**config.mk**
```make
export PLATFORM = sky130hd
export DESIGN_NAME = dot_product_engine_flat
export DESIGN_NICKNAME = d
export VERILOG_FILES = /design/src/rtl/dot_product_pkg.sv /design/src/rtl/dot_product_if.sv /design/src/rtl/dot_product_lane_mul.sv /design/src/rtl/dot_product_engine.sv /design/src/flat_wrapper.sv
export SDC_FILE = /design/constraint.sdc
export NUM_CORES = 1
export LEC_CHECK = 0
export BUFFER_PORTS_ARGS = -buffer_cell sky130_fd_sc_hd__clkbuf_2
export CAP_MARGIN = 20
export CORE_UTILIZATION = 59
export CTS_CLUSTER_DIAMETER = 200
export DETAILED_ROUTE_END_ITERATION = 7
export PLACE_DENSITY = 0.8
export SETUP_SLACK_MARGIN = 0.15
export SKIP_CTS_REPAIR_TIMING = 1
export SYNTH_ARGS = -nofsm -noshare
export SYNTH_HDL_FRONTEND = slang
export SYNTH_SLANG_ARGS = --single-unit
```
**constraint.sdc**
```tcl
create_clock -name clk -period 7.19 [get_ports clk]
set_clock_uncertainty 0.2 [all_clocks]
set_input_delay 0 -clock clk [delete_from_list [all_inputs] [get_ports clk]]
set_output_delay 0 -clock clk [all_outputs]
set_load 0.05 [all_outputs]
```
**src/rtl/dot_product_pkg.sv**
```systemverilog
// Shared definitions for the streaming dot-product engine.
// Contents:
//   - default parameter values (element width, lanes per beat, max length)
//   - FSM state encoding
//   - helper computing the overflow-free accumulator/result width
package dot_product_pkg;

  localparam int DEF_DATA_WIDTH = 8;
  localparam int DEF_LANES      = 2;
  localparam int DEF_MAX_LEN    = 16;

  typedef enum logic [1:0] {
    ST_IDLE  = 2'd0,
    ST_ACCUM = 2'd1,
    ST_DRAIN = 2'd2,
    ST_HOLD  = 2'd3
  } state_e;

  // Full product width plus enough headroom to sum max_len products.
  function automatic int calc_result_width(input int data_width, input int max_len);
    return 2 * data_width + $clog2(max_len);
  endfunction

endpackage

```
**src/rtl/dot_product_if.sv**
```systemverilog
// Operand/result bus of the dot-product engine.
// Signals:
//   cfg_len, cfg_signed   vector configuration, sampled on a vector's first beat
//   in_valid/in_ready     input beat handshake, in_a/in_b carry LANES packed elements
//   out_valid/out_ready   result handshake, out_result held until accepted
// Modports: master = operand source / result sink, slave = engine.
interface dot_product_if #(
  parameter int DATA_WIDTH   = 8,
  parameter int LANES        = 2,
  parameter int LEN_WIDTH    = 5,
  parameter int RESULT_WIDTH = 20
);

  logic [LEN_WIDTH-1:0]          cfg_len;
  logic                          cfg_signed;
  logic                          in_valid;
  logic                          in_ready;
  logic [LANES*DATA_WIDTH-1:0]   in_a;
  logic [LANES*DATA_WIDTH-1:0]   in_b;
  logic                          out_valid;
  logic                          out_ready;
  logic [RESULT_WIDTH-1:0]       out_result;

  modport master (
    output cfg_len, cfg_signed, in_valid, in_a, in_b, out_ready,
    input  in_ready, out_valid, out_result
  );

  modport slave (
    input  cfg_len, cfg_signed, in_valid, in_a, in_b, out_ready,
    output in_ready, out_valid, out_result
  );

endinterface

```
**src/rtl/dot_product_lane_mul.sv**
```systemverilog
// One lane of the dot-product engine: registered, masked multiply.
// Ports:
//   clk, rst_n  clock / synchronous active-low reset
//   load_i      capture a new product (beat accepted)
//   keep_i      lane carries a real element; 0 forces a zero contribution
//   signed_i    treat operands as two's complement
//   a_i, b_i    operand elements
//   prod_o      product extended to RESULT_WIDTH (registered)
module dot_product_lane_mul #(
  parameter int DATA_WIDTH   = 8,
  parameter int RESULT_WIDTH = 20
) (
  input  logic                    clk,
  input  logic                    rst_n,
  input  logic                    load_i,
  input  logic                    keep_i,
  input  logic                    signed_i,
  input  logic [DATA_WIDTH-1:0]   a_i,
  input  logic [DATA_WIDTH-1:0]   b_i,
  output logic [RESULT_WIDTH-1:0] prod_o
);

  logic [RESULT_WIDTH-1:0] a_ext_s;
  logic [RESULT_WIDTH-1:0] b_ext_s;
  logic [RESULT_WIDTH-1:0] prod_s;
  logic [RESULT_WIDTH-1:0] prod_q;
  logic [RESULT_WIDTH-1:0] prod_d;

  // Operand extension; multiplying the extended operands modulo 2^RESULT_WIDTH
  // yields the correctly extended full-width product in both modes.
  always_comb begin
    if (signed_i) begin
      a_ext_s = {{(RESULT_WIDTH-DATA_WIDTH){a_i[DATA_WIDTH-1]}}, a_i};
      b_ext_s = {{(RESULT_WIDTH-DATA_WIDTH){b_i[DATA_WIDTH-1]}}, b_i};
    end else begin
      a_ext_s = {{(RESULT_WIDTH-DATA_WIDTH){1'b0}}, a_i};
      b_ext_s = {{(RESULT_WIDTH-DATA_WIDTH){1'b0}}, b_i};
    end
    prod_s = a_ext_s * b_ext_s;
  end

  // Next product value: masked lanes contribute zero.
  always_comb begin
    prod_d = prod_q;
    if (load_i) begin
      if (keep_i) begin
        prod_d = prod_s;
      end else begin
        prod_d = '0;
      end
    end else begin
      prod_d = prod_q;
    end
  end

  // Product register.
  always_ff @(posedge clk) begin
    if (!rst_n) begin
      prod_q <= '0;
    end else begin
      prod_q <= prod_d;
    end
  end

  assign prod_o = prod_q;

endmodule

```
**src/rtl/dot_product_engine.sv**
```systemverilog
// Streaming multi-lane dot-product engine.
// Consumes LANES element pairs per accepted beat, accumulates one vector of
// run-time length, then presents the result until the sink accepts it.
// Ports:
//   clk, rst_n  clock / synchronous active-low reset
//   bus         dot_product_if slave: cfg, input beats, result handshake
//   busy        a vector is in flight (FSM not idle)
// Pipeline: lane products registered (stage 1), lane sum added into the
// accumulator (stage 2), accumulator copied to the output register.
module dot_product_engine
  import dot_product_pkg::*;
#(
  parameter int DATA_WIDTH   = DEF_DATA_WIDTH,
  parameter int LANES        = DEF_LANES,
  parameter int MAX_LEN      = DEF_MAX_LEN,
  parameter int LEN_WIDTH    = $clog2(MAX_LEN + 1),
  parameter int RESULT_WIDTH = calc_result_width(DATA_WIDTH, MAX_LEN)
) (
  input  logic         clk,
  input  logic         rst_n,
  dot_product_if.slave bus,
  output logic         busy
);

  state_e                  state_q, state_d;
  logic [LEN_WIDTH-1:0]    rem_q, rem_d;        // elements still to consume
  logic                    signed_q, signed_d;  // mode latched on first beat
  logic                    s1_valid_q, s1_valid_d;
  logic                    s1_first_q, s1_first_d;
  logic                    s1_last_q, s1_last_d;
  logic                    s2_last_q, s2_last_d;
  logic [RESULT_WIDTH-1:0] acc_q, acc_d;
  logic                    out_valid_q, out_valid_d;
  logic [RESULT_WIDTH-1:0] out_result_q, out_result_d;

  logic                    in_ready_s;
  logic                    busy_s;
  logic                    beat_s;
  logic                    first_s;
  logic                    last_s;
  logic                    cur_signed_s;
  logic [LEN_WIDTH-1:0]    eff_len_s;
  logic [LEN_WIDTH-1:0]    cur_rem_s;
  logic [LANES-1:0]        lane_keep_s;
  logic [RESULT_WIDTH-1:0] lane_prod_s [LANES];
  logic [RESULT_WIDTH-1:0] lane_sum_s;

  // Beat qualification, length clamping and per-beat remaining count.
  always_comb begin
    beat_s  = bus.in_valid && in_ready_s;
    first_s = (state_q == ST_IDLE);
    if ((bus.cfg_len == '0) || (bus.cfg_len > LEN_WIDTH'(MAX_LEN))) begin
      eff_len_s = LEN_WIDTH'(MAX_LEN);
    end else begin
      eff_len_s = bus.cfg_len;
    end
    // Config only matters on the first beat; later beats use latched values.
    if (first_s) begin
      cur_rem_s    = eff_len_s;
      cur_signed_s = bus.cfg_signed;
    end else begin
      cur_rem_s    = rem_q;
      cur_signed_s = signed_q;
    end
    last_s = (cur_rem_s <= LEN_WIDTH'(LANES));
  end

  genvar l;
  generate
    for (l = 0; l < LANES; l++) begin : g_lane
      // Lanes at or beyond the remaining element count are padding.
      assign lane_keep_s[l] = (LEN_WIDTH'(l) < cur_rem_s);

      dot_product_lane_mul #(
        .DATA_WIDTH   (DATA_WIDTH),
        .RESULT_WIDTH (RESULT_WIDTH)
      ) u_lane_mul (
        .clk      (clk),
        .rst_n    (rst_n),
        .load_i   (beat_s),
        .keep_i   (lane_keep_s[l]),
        .signed_i (cur_signed_s),
        .a_i      (bus.in_a[l*DATA_WIDTH +: DATA_WIDTH]),
        .b_i      (bus.in_b[l*DATA_WIDTH +: DATA_WIDTH]),
        .prod_o   (lane_prod_s[l])
      );
    end
  endgenerate

  // Adder tree over the registered lane products.
  always_comb begin
    lane_sum_s = '0;
    for (int i = 0; i < LANES; i++) begin
      lane_sum_s = lane_sum_s + lane_prod_s[i];
    end
  end

  // Datapath next-state: counters, pipeline flags, accumulator, output.
  always_comb begin
    rem_d        = rem_q;
    signed_d     = signed_q;
    acc_d        = acc_q;
    out_valid_d  = out_valid_q;
    out_result_d = out_result_q;

    if (beat_s) begin
      signed_d = cur_signed_s;
      if (last_s) begin
        rem_d = '0;
      end else begin
        rem_d = cur_rem_s - LEN_WIDTH'(LANES);
      end
    end else begin
      rem_d = rem_q;
    end

    s1_valid_d = beat_s;
    s1_first_d = beat_s && first_s;
    s1_last_d  = beat_s && last_s;
    s2_last_d  = s1_valid_q && s1_last_q;

    // First beat overwrites the accumulator, so no clear cycle is needed.
    if (s1_valid_q) begin
      if (s1_first_q) begin
        acc_d = lane_sum_s;
      end else begin
        acc_d = acc_q + lane_sum_s;
      end
    end else begin
      acc_d = acc_q;
    end

    if (s2_last_q) begin
      out_valid_d  = 1'b1;
      out_result_d = acc_q;
    end else if (out_valid_q && bus.out_ready) begin
      out_valid_d = 1'b0;
    end else begin
      out_valid_d = out_valid_q;
    end
  end

  // Datapath registers.
  always_ff @(posedge clk) begin
    if (!rst_n) begin
      rem_q        <= '0;
      signed_q     <= 1'b0;
      s1_valid_q   <= 1'b0;
      s1_first_q   <= 1'b0;
      s1_last_q    <= 1'b0;
      s2_last_q    <= 1'b0;
      acc_q        <= '0;
      out_valid_q  <= 1'b0;
      out_result_q <= '0;
    end else begin
      rem_q        <= rem_d;
      signed_q     <= signed_d;
      s1_valid_q   <= s1_valid_d;
      s1_first_q   <= s1_first_d;
      s1_last_q    <= s1_last_d;
      s2_last_q    <= s2_last_d;
      acc_q        <= acc_d;
      out_valid_q  <= out_valid_d;
      out_result_q <= out_result_d;
    end
  end

  // FSM next-state and state-decoded outputs.
  always_comb begin
    state_d    = state_q;
    in_ready_s = 1'b0;
    busy_s     = 1'b1;
    case (state_q)
      ST_IDLE: begin
        in_ready_s = 1'b1;
        busy_s     = 1'b0;
        if (beat_s) begin
          state_d = last_s ? ST_DRAIN : ST_ACCUM;
        end else begin
          state_d = ST_IDLE;
        end
      end
      ST_ACCUM: begin
        in_ready_s = 1'b1;
        if (beat_s && last_s) begin
          state_d = ST_DRAIN;
        end else begin
          state_d = ST_ACCUM;
        end
      end
      ST_DRAIN: begin
        // Leaves on the same edge that loads the output register.
        if (s2_last_q) begin
          state_d = ST_HOLD;
        end else begin
          state_d = ST_DRAIN;
        end
      end
      ST_HOLD: begin
        if (out_valid_q && bus.out_ready) begin
          state_d = ST_IDLE;
        end else begin
          state_d = ST_HOLD;
        end
      end
      default: begin
        state_d = ST_IDLE;
      end
    endcase
  end

  // FSM state register.
  always_ff @(posedge clk) begin
    if (!rst_n) begin
      state_q <= ST_IDLE;
    end else begin
      state_q <= state_d;
    end
  end

  assign bus.in_ready   = in_ready_s;
  assign bus.out_valid  = out_valid_q;
  assign bus.out_result = out_result_q;
  assign busy           = busy_s;

endmodule

```
**src/flat_wrapper.sv**
```systemverilog
// flat-port wrapper written by rule: the top's interface ports become plain ports
module dot_product_engine_flat import dot_product_pkg::*;
#(
  parameter int DATA_WIDTH   = DEF_DATA_WIDTH,
  parameter int LANES        = DEF_LANES,
  parameter int MAX_LEN      = DEF_MAX_LEN,
  parameter int LEN_WIDTH    = $clog2(MAX_LEN + 1),
  parameter int RESULT_WIDTH = calc_result_width(DATA_WIDTH, MAX_LEN)
)
  (clk, rst_n, busy, bus_cfg_len, bus_cfg_signed, bus_in_valid, bus_in_a, bus_in_b, bus_out_ready, bus_in_ready, bus_out_valid, bus_out_result);
  dot_product_if #(.DATA_WIDTH(DATA_WIDTH), .LANES(LANES), .LEN_WIDTH(LEN_WIDTH), .RESULT_WIDTH(RESULT_WIDTH)) bus_i ();
  input  logic clk;
  input  logic rst_n;
  output logic busy;
  input wire logic [$bits(bus_i.cfg_len)-1:0] bus_cfg_len;
  input wire logic [$bits(bus_i.cfg_signed)-1:0] bus_cfg_signed;
  input wire logic [$bits(bus_i.in_valid)-1:0] bus_in_valid;
  input wire logic [$bits(bus_i.in_a)-1:0] bus_in_a;
  input wire logic [$bits(bus_i.in_b)-1:0] bus_in_b;
  input wire logic [$bits(bus_i.out_ready)-1:0] bus_out_ready;
  output wire logic [$bits(bus_i.in_ready)-1:0] bus_in_ready;
  output wire logic [$bits(bus_i.out_valid)-1:0] bus_out_valid;
  output wire logic [$bits(bus_i.out_result)-1:0] bus_out_result;
  assign bus_i.cfg_len = bus_cfg_len;
  assign bus_i.cfg_signed = bus_cfg_signed;
  assign bus_i.in_valid = bus_in_valid;
  assign bus_i.in_a = bus_in_a;
  assign bus_i.in_b = bus_in_b;
  assign bus_i.out_ready = bus_out_ready;
  assign bus_in_ready = bus_i.in_ready;
  assign bus_out_valid = bus_i.out_valid;
  assign bus_out_result = bus_i.out_result;
  dot_product_engine #(.DATA_WIDTH(DATA_WIDTH), .LANES(LANES), .MAX_LEN(MAX_LEN), .LEN_WIDTH(LEN_WIDTH), .RESULT_WIDTH(RESULT_WIDTH)) u_core (.clk(clk), .rst_n(rst_n), .bus(bus_i), .busy(busy));
endmodule
```
==> reports/qor.yml, run 1 <==
synth:
  yosysWarnings: 0
  synth_area_sq_um: 15200
  synth_area_per_cell_sq_um: 8.75
  synth_top_family_by_area: "adder cells"
  synthAdderAreaFrac_pct: 43.3
  ys.flop_type: "dfxtp_1"
  synth-compound-area-share_pct: 12.0
  ys_seq_elements: 93
  synth_edf_count: 0
  synth_top_area_share_pct: 28.2
  synth_simple_gate_area_share_pct: 14.1
  synth-xor-area-share_pct: 6.69
  yosys-top-cells-area: "fa_1, ha_1, dfxtp_1, inv_1, xnor2_1"
  ys_seq_area_share_pct: 12.3
  async_reset_ff_share_pct: 0
  synth.distinct_cells: 72
  synth_mux_area_share_pct: 1.72
  synth_nets: 2174
  syn-instance-count: 1735
  synth_top_area_cell: "fa_1"
clocking:
  numCtsBuffers: 9
  clock_latency_ns: 0.35
  cts_tree: "built"
  htreeDepth: 3
  clkTransAtPathRegs_ns: 0.06
  cts_buffer_depth: 2
  clockRootBuffer: "clkbuf_16"
  cts_num_sinks: 93
grt:
  grt_pass1_vias: 12300
  grt_pass1_wl_um: 56400
  grt_max_degree: 69
  antenna_found_initial: 0
  grtUsageTotal_pct: 26.2
  grt.overflow.total: 0
timing:
  report.final.slew_viol_count: 0
  post-route-period-util_pct: 96.3
  rsz0062_at_grt: "true"
  max_freq_ghz: 0.144
  tightest_slew_ns: 1.10
  hold_ws_ns: 0.000706
  fin_crit_ns: 6.93
  setup_viol: 0
  hold_violations: 0
  worst_slack_ns: 0.263
  relSlewSlack_pct: 26.8
routing:
  avgRoutedWirePerCell_um: 15.4
  wl_um: 32700
  drc: 0
  drt_pre_antenna_iters: 5
  detail-route-antenna-nets: 0
  num_vias: 11800
  drt_iter0_drc: 661
  viasPerCell: 5.57
critical_path:
  cp.arrival_ns: 6.97
  path_max_fanout: 8
  cp-end-kind: "flop"
  crit_type: "flop to flop"
  cp_data_required_time_ns: 7.24
  r2r_slack_ns: 0.26
  startpoint_type: "flop"
placed_design:
  post-place-cells: 2095
  dp_slack_ns: -0.0144
  hpwl_um: 26700
  port_buffers: 64
  place_congestion: 0.924
die:
  ios: 65
  num_rows: 58
  die_y_um: 162
  core_area_sq_um: 25200
  die_area_sq_um: 26400
  start_util_pct: 60.3
  die_w_um: 162
cells_and_area:
  fillers: 2042
  finalNonFillerCells: 2122
  fin_util_pct: 65.3
  diodes: 0
  nets: 2226
  drive_above_1_share_pct: 8.54
  syn_to_final_growth_pct: 8.32
run:
  max_cap_violations: 0
outcome:
  status: "finished, final reports clean"
min_path:
  hp-class: "input port to flop"
worst paths after layout:
| check | cells past startpoint | startpoint | end |
|---|---|---|---|
| hold / removal | 6 | bus_cfg_len[0] | u_core.rem_q[0] |
| setup / recovery | 22 | u_core.state_q[1] | u_core.g_lane[0].u_lane_mul.prod_o[19] |
| hold reg to reg | 1 | u_core.s1_last_q | u_core.s2_last_q |
| setup reg to reg | 22 | u_core.state_q[1] | u_core.g_lane[0].u_lane_mul.prod_o[19] |
cells in the final DEF, fill, tap and decap left out, types with 5 or more instances in the layout:
cell type,n
nand3_1,11
nor3_1,16
fa_2,5
inv_1,341
and2_1,105
mux2i_1,25
a31oi_1,9
a22oi_1,30
xor2_1,22
nor2_1,126
nand2b_1,13
o21ai_0,53
o21a_1,12
ha_1,182
buf_4,21
fa_1,209
o21ai_1,8
clkbuf_2,64
xnor2_1,91
nor2b_1,13
and3_1,15
a21o_1,23
or3_1,9
dlygate4sd3_1,6
inv_2,5
a21oi_1,69
o21bai_1,5
clkbuf_16,9
a211oi_1,13
o211ai_1,7
dfxtp_1,91
nand2_1,88
cell usage after synthesis, drive strengths merged, types with 13 or more instances:
cell type / instances
xnor2: 92
clkbuf: 46
dfxtp: 93
ha: 183
nor3: 17
xor2: 24
and3: 15
a21oi: 73
a22oi: 30
o21ai: 61
fa: 214
nor2b: 13
inv: 346
mux2i: 25
nand2: 93
a211oi: 15
a21o: 23
nor2: 127
and2: 108
nand2b: 13
cells by family (layout without fill, tap and decap cells):
kind of cell               count (synthesis)  after routing
and+or+nand+nor                          430            430
DFF                                       93             93
buffers and inverters                    398            455
xor gates and xnor gates                 116            116
adders and majority gates                397            397
AOI/OAI and AO/OA                        275            275
muxes                                     26             26
layout make-up:
cell class | instances | area [sq um] | share of cell area, %
Multi-Input combinational cell | 1244 | 12000 | 72.7
Clock inverter | 7 | 145 | 0.882
Inverter | 348 | 1310 | 7.94
Sequential cell | 93 | 1860 | 11.3
Clock buffer | 9 | 225 | 1.37
Timing Repair Buffer | 91 | 538 | 3.27
Tap cell | 330 | 413 | 2.51
sequential cells by signal (all words and copies together), names as in the netlist:
name	count
u_core.state_q	2
u_core.s1_first_q	1
u_core.acc_q	20
u_core.s1_valid_q	1
u_core.bus.out_result	20
u_core.s1_last_q	1
u_core.signed_q	1
u_core.g_lane.u_lane_mul.prod_o	40
u_core.bus.out_valid	1
u_core.rem_q	5
u_core.s2_last_q	1
stage by stage:
stage,area (sq um),TNS (ns)
2_1_floorplan,15200,0
3_3_place_gp,15900,0
3_5_place_dp,15900,-0.0144
4_1_cts,16200,-0.0346
5_1_grt,16400,0
6_report,16400,0
per-layer routing:
metal	vias up	global-route usage (%)	wire length, um
li1	5650	-	-
met1	5807	32.7	13700
met2	304	47.4	16900
met3	69	2.85	1330
met4	0	7.98	855
met5	-	0	0
worst max-delay path: stages (launching register included):
cell	delay [ns]
dfxtp_2	0.33
nor2_4	0.12
mux2_4	0.39
and2_4	0.22
nand2_1	0.12
inv_1	0.13
fa_2	0.64
inv_1	0.09
fa_1	0.59
inv_1	0.08
fa_1	0.52
fa_1	0.47
fa_1	0.52
fa_1	0.49
inv_1	0.05
fa_1	0.49
inv_1	0.04
ha_1	0.34
and4_1	0.19
a2111oi_2	0.36
nor3_1	0.12
xnor2_1	0.14
a22o_1	0.19
Power of run 1 is left out: the tool's default activity adds up to more than one toggle a clock period on the data nets, which glitch-free logic cannot reach.
==> inputs of run 2 (changes only) <==
--- a/config.mk
+++ b/config.mk
@@ -7,10 +7,11 @@
 export LEC_CHECK = 0
 export BUFFER_PORTS_ARGS = -buffer_cell sky130_fd_sc_hd__clkbuf_2
 export CAP_MARGIN = 20
-export CORE_UTILIZATION = 59
+export CORE_UTILIZATION = 60
 export CTS_CLUSTER_DIAMETER = 200
 export DETAILED_ROUTE_END_ITERATION = 7
-export PLACE_DENSITY = 0.8
+export MAX_ROUTING_LAYER = met4
+export PLACE_DENSITY = 0.78
 export SETUP_SLACK_MARGIN = 0.15
 export SKIP_CTS_REPAIR_TIMING = 1
 export SYNTH_ARGS = -nofsm -noshare
==> constraint.sdc (replaced) <==
create_clock -name clk -period 6.62 [get_ports clk]
set_clock_uncertainty 0.2 [all_clocks]
set_input_delay 0 -clock clk [delete_from_list [all_inputs] [get_ports clk]]
set_output_delay 0 -clock clk [all_outputs]
set_load 0.05 [all_outputs]
==> reports/qor.yml, run 2 (synthesis gave the netlist of run 1 again) <==
critical_path:
  startpoint_type: "flop"
  cp-end-kind: "flop"
  crit_type: "flop to flop"
  worstReg2RegStart: "u_core.state_q[0]"
  worst_path_most_repeated_cell: "fa_1"
  cp-startpoint: "u_core.state_q[0]"
  cpMaxStageDelayCell: "fa_1"
  cp_data_required_time_ns: 6.65  # -0.59 ns
  path_max_fanout: 5  # -3
  cp.arrival_ns: 6.70  # -0.27 ns
  cpPeakStageDelay_ns: 0.52  # -0.12 ns
timing:
  post-route-period-util_pct: 101  # +4.5 points
  rsz0062_at_grt: "true"
  fin_crit_ns: 6.67  # -0.253 ns
  tightest_slew_ns: 1.06  # -0.0336 ns
  hold_violations: 1  # +1
  relSlewSlack_pct: 29.0  # +2.2 points
  hold_ws_ns: -0.00337  # -0.00408 ns
  worst_slack_ns: -0.0533  # -0.317 ns
  max_freq_ghz: 0.150  # +3.8%
  setup_viol: 2  # +2
  report.final.slew_viol_count: 0  # unchanged
die:
  die_area_sq_um: 26000  # -1.6%
  core_area_sq_um: 24600  # -2.3%
  start_util_pct: 61.7  # +1.4 points
  die_y_um: 161  # -0.82%
  num_rows: 57  # -1.7%
  die_w_um: 161  # -0.82%
  ios: 65  # unchanged
cells_and_area:
  diodes: 0  # unchanged
  syn_to_final_growth_pct: 10.5
  nets: 2256  # +1.3%
  drive_above_1_share_pct: 11.0  # +2.5 points
  largest_reg_flops: 40  # unchanged
  most-common-layout-cells: "inv_1, fa_1, ha_1"
  final_common_cell: "inv_1"
routing:
  num_vias: 11700  # -0.73%
  drc: 0  # unchanged
  detail-route-antenna-nets: 0  # unchanged
  drt_iter0_drc: 599  # -9.4%
  viasPerCell: 5.48  # -1.7%
  wl_um: 32000  # -2.2%
  drt_pre_antenna_iters: 5  # unchanged
  avgRoutedWirePerCell_um: 14.9  # -3.2%
clocking:
  clockRootBuffer: "clkbuf_16"
  cts_buffer_depth: 2  # unchanged
  numCtsBuffers: 9  # unchanged
  htreeDepth: 3  # unchanged
  cts_tree: "built"
  clkTransAtPathRegs_ns: 0.07  # about the same
  cts_num_sinks: 93  # unchanged
  clock_latency_ns: 0.34  # about the same
grt:
  grtUsageTotal_pct: 26.4  # +0.16 points
  antenna_found_initial: 0  # unchanged
  grt_max_degree: 68  # -1.4%
  grt_pass1_vias: 12100  # -2.0%
  grt_pass1_wl_um: 55100  # -2.4%
  grt.overflow.total: 0  # unchanged
outcome:
  failed_checks: "negative hold slack, negative setup slack"
  status: "finished, violations left"
placed_design:
  dp_slack_ns: -0.140  # -0.126 ns
  port_buffers: 64  # unchanged
  place_congestion: 0.914  # -1.2%
  hpwl_um: 26500  # -0.59%
min_path:
  min-delay-start: "bus_cfg_len[3]"
  hp-class: "input port to flop"
run:
  max_cap_violations: 0  # unchanged
-- run 2: changes by cell type in the layout (fill, tap and decap cells not counted), sizes merged --
cell      before  now
buf           21   51
bufinv         4    1
clkinvlp       1    2
-- run 2: metrics by stage --
step                hold WS (ns)  instances  utilization [%]  setup TNS (ns)  area [sq um]
floorplan                -0.0276       1735                -               0         15300
global placement          0.0891       2119             65.7         -0.0136         16200
detailed placement        0.0941       2120             65.7          -0.571         16200
CTS                       -0.246       2134             66.9          -0.767         16500
global route              0.0285       2144             68.2           -1.83         16800
finish                  -0.00337       2144             68.2          -0.103         16800
-- run 2: worst paths after layout --
check                                                               to  slack (ns)  cells past startpoint
worst max-delay path            u_core.g_lane[1].u_lane_mul.prod_o[17]       -0.05                     25
worst min-delay path                                  u_core.s1_last_q      -0.003                      6
worst max register to register  u_core.g_lane[1].u_lane_mul.prod_o[17]       -0.05                     25
worst min register to register                        u_core.s2_last_q        0.27                      1
-- run 2: critical path, delay by kind of cell, from the launching register on --
kind / cells / cell delay (ns)
muxes: 1 / 0.38
and+or+nand+nor: 6 / 1.07
adders and majority gates: 7 / 3.12
AOI/OAI and AO/OA: 3 / 0.52
buffers and inverters: 5 / 0.51
xor gates and xnor gates: 3 / 0.43
DFF: 1 / 0.35
-- run 2: cell type report --
class	instances	area, sq um
inverters	348	1310
repair buffers	121	771
fillers	1927	7830
flip-flops and latches	93	1870
multi-input cells	1244	12100
clock buffers	9	225
clock inverters	5	60.1
well taps	324	405
-- run 2: metal layers --
layer	part of all wire (%)	wire [um]	track usage [%]	up-vias
li1	-	-	-	5727
met4	1.8	566	6.39	0
met5	0	0	-	-
met3	2.1	673	1.46	45
met2	52	16600	46.9	173
met1	44	14100	33.0	5799
Power of run 2 is left out for the same reason.
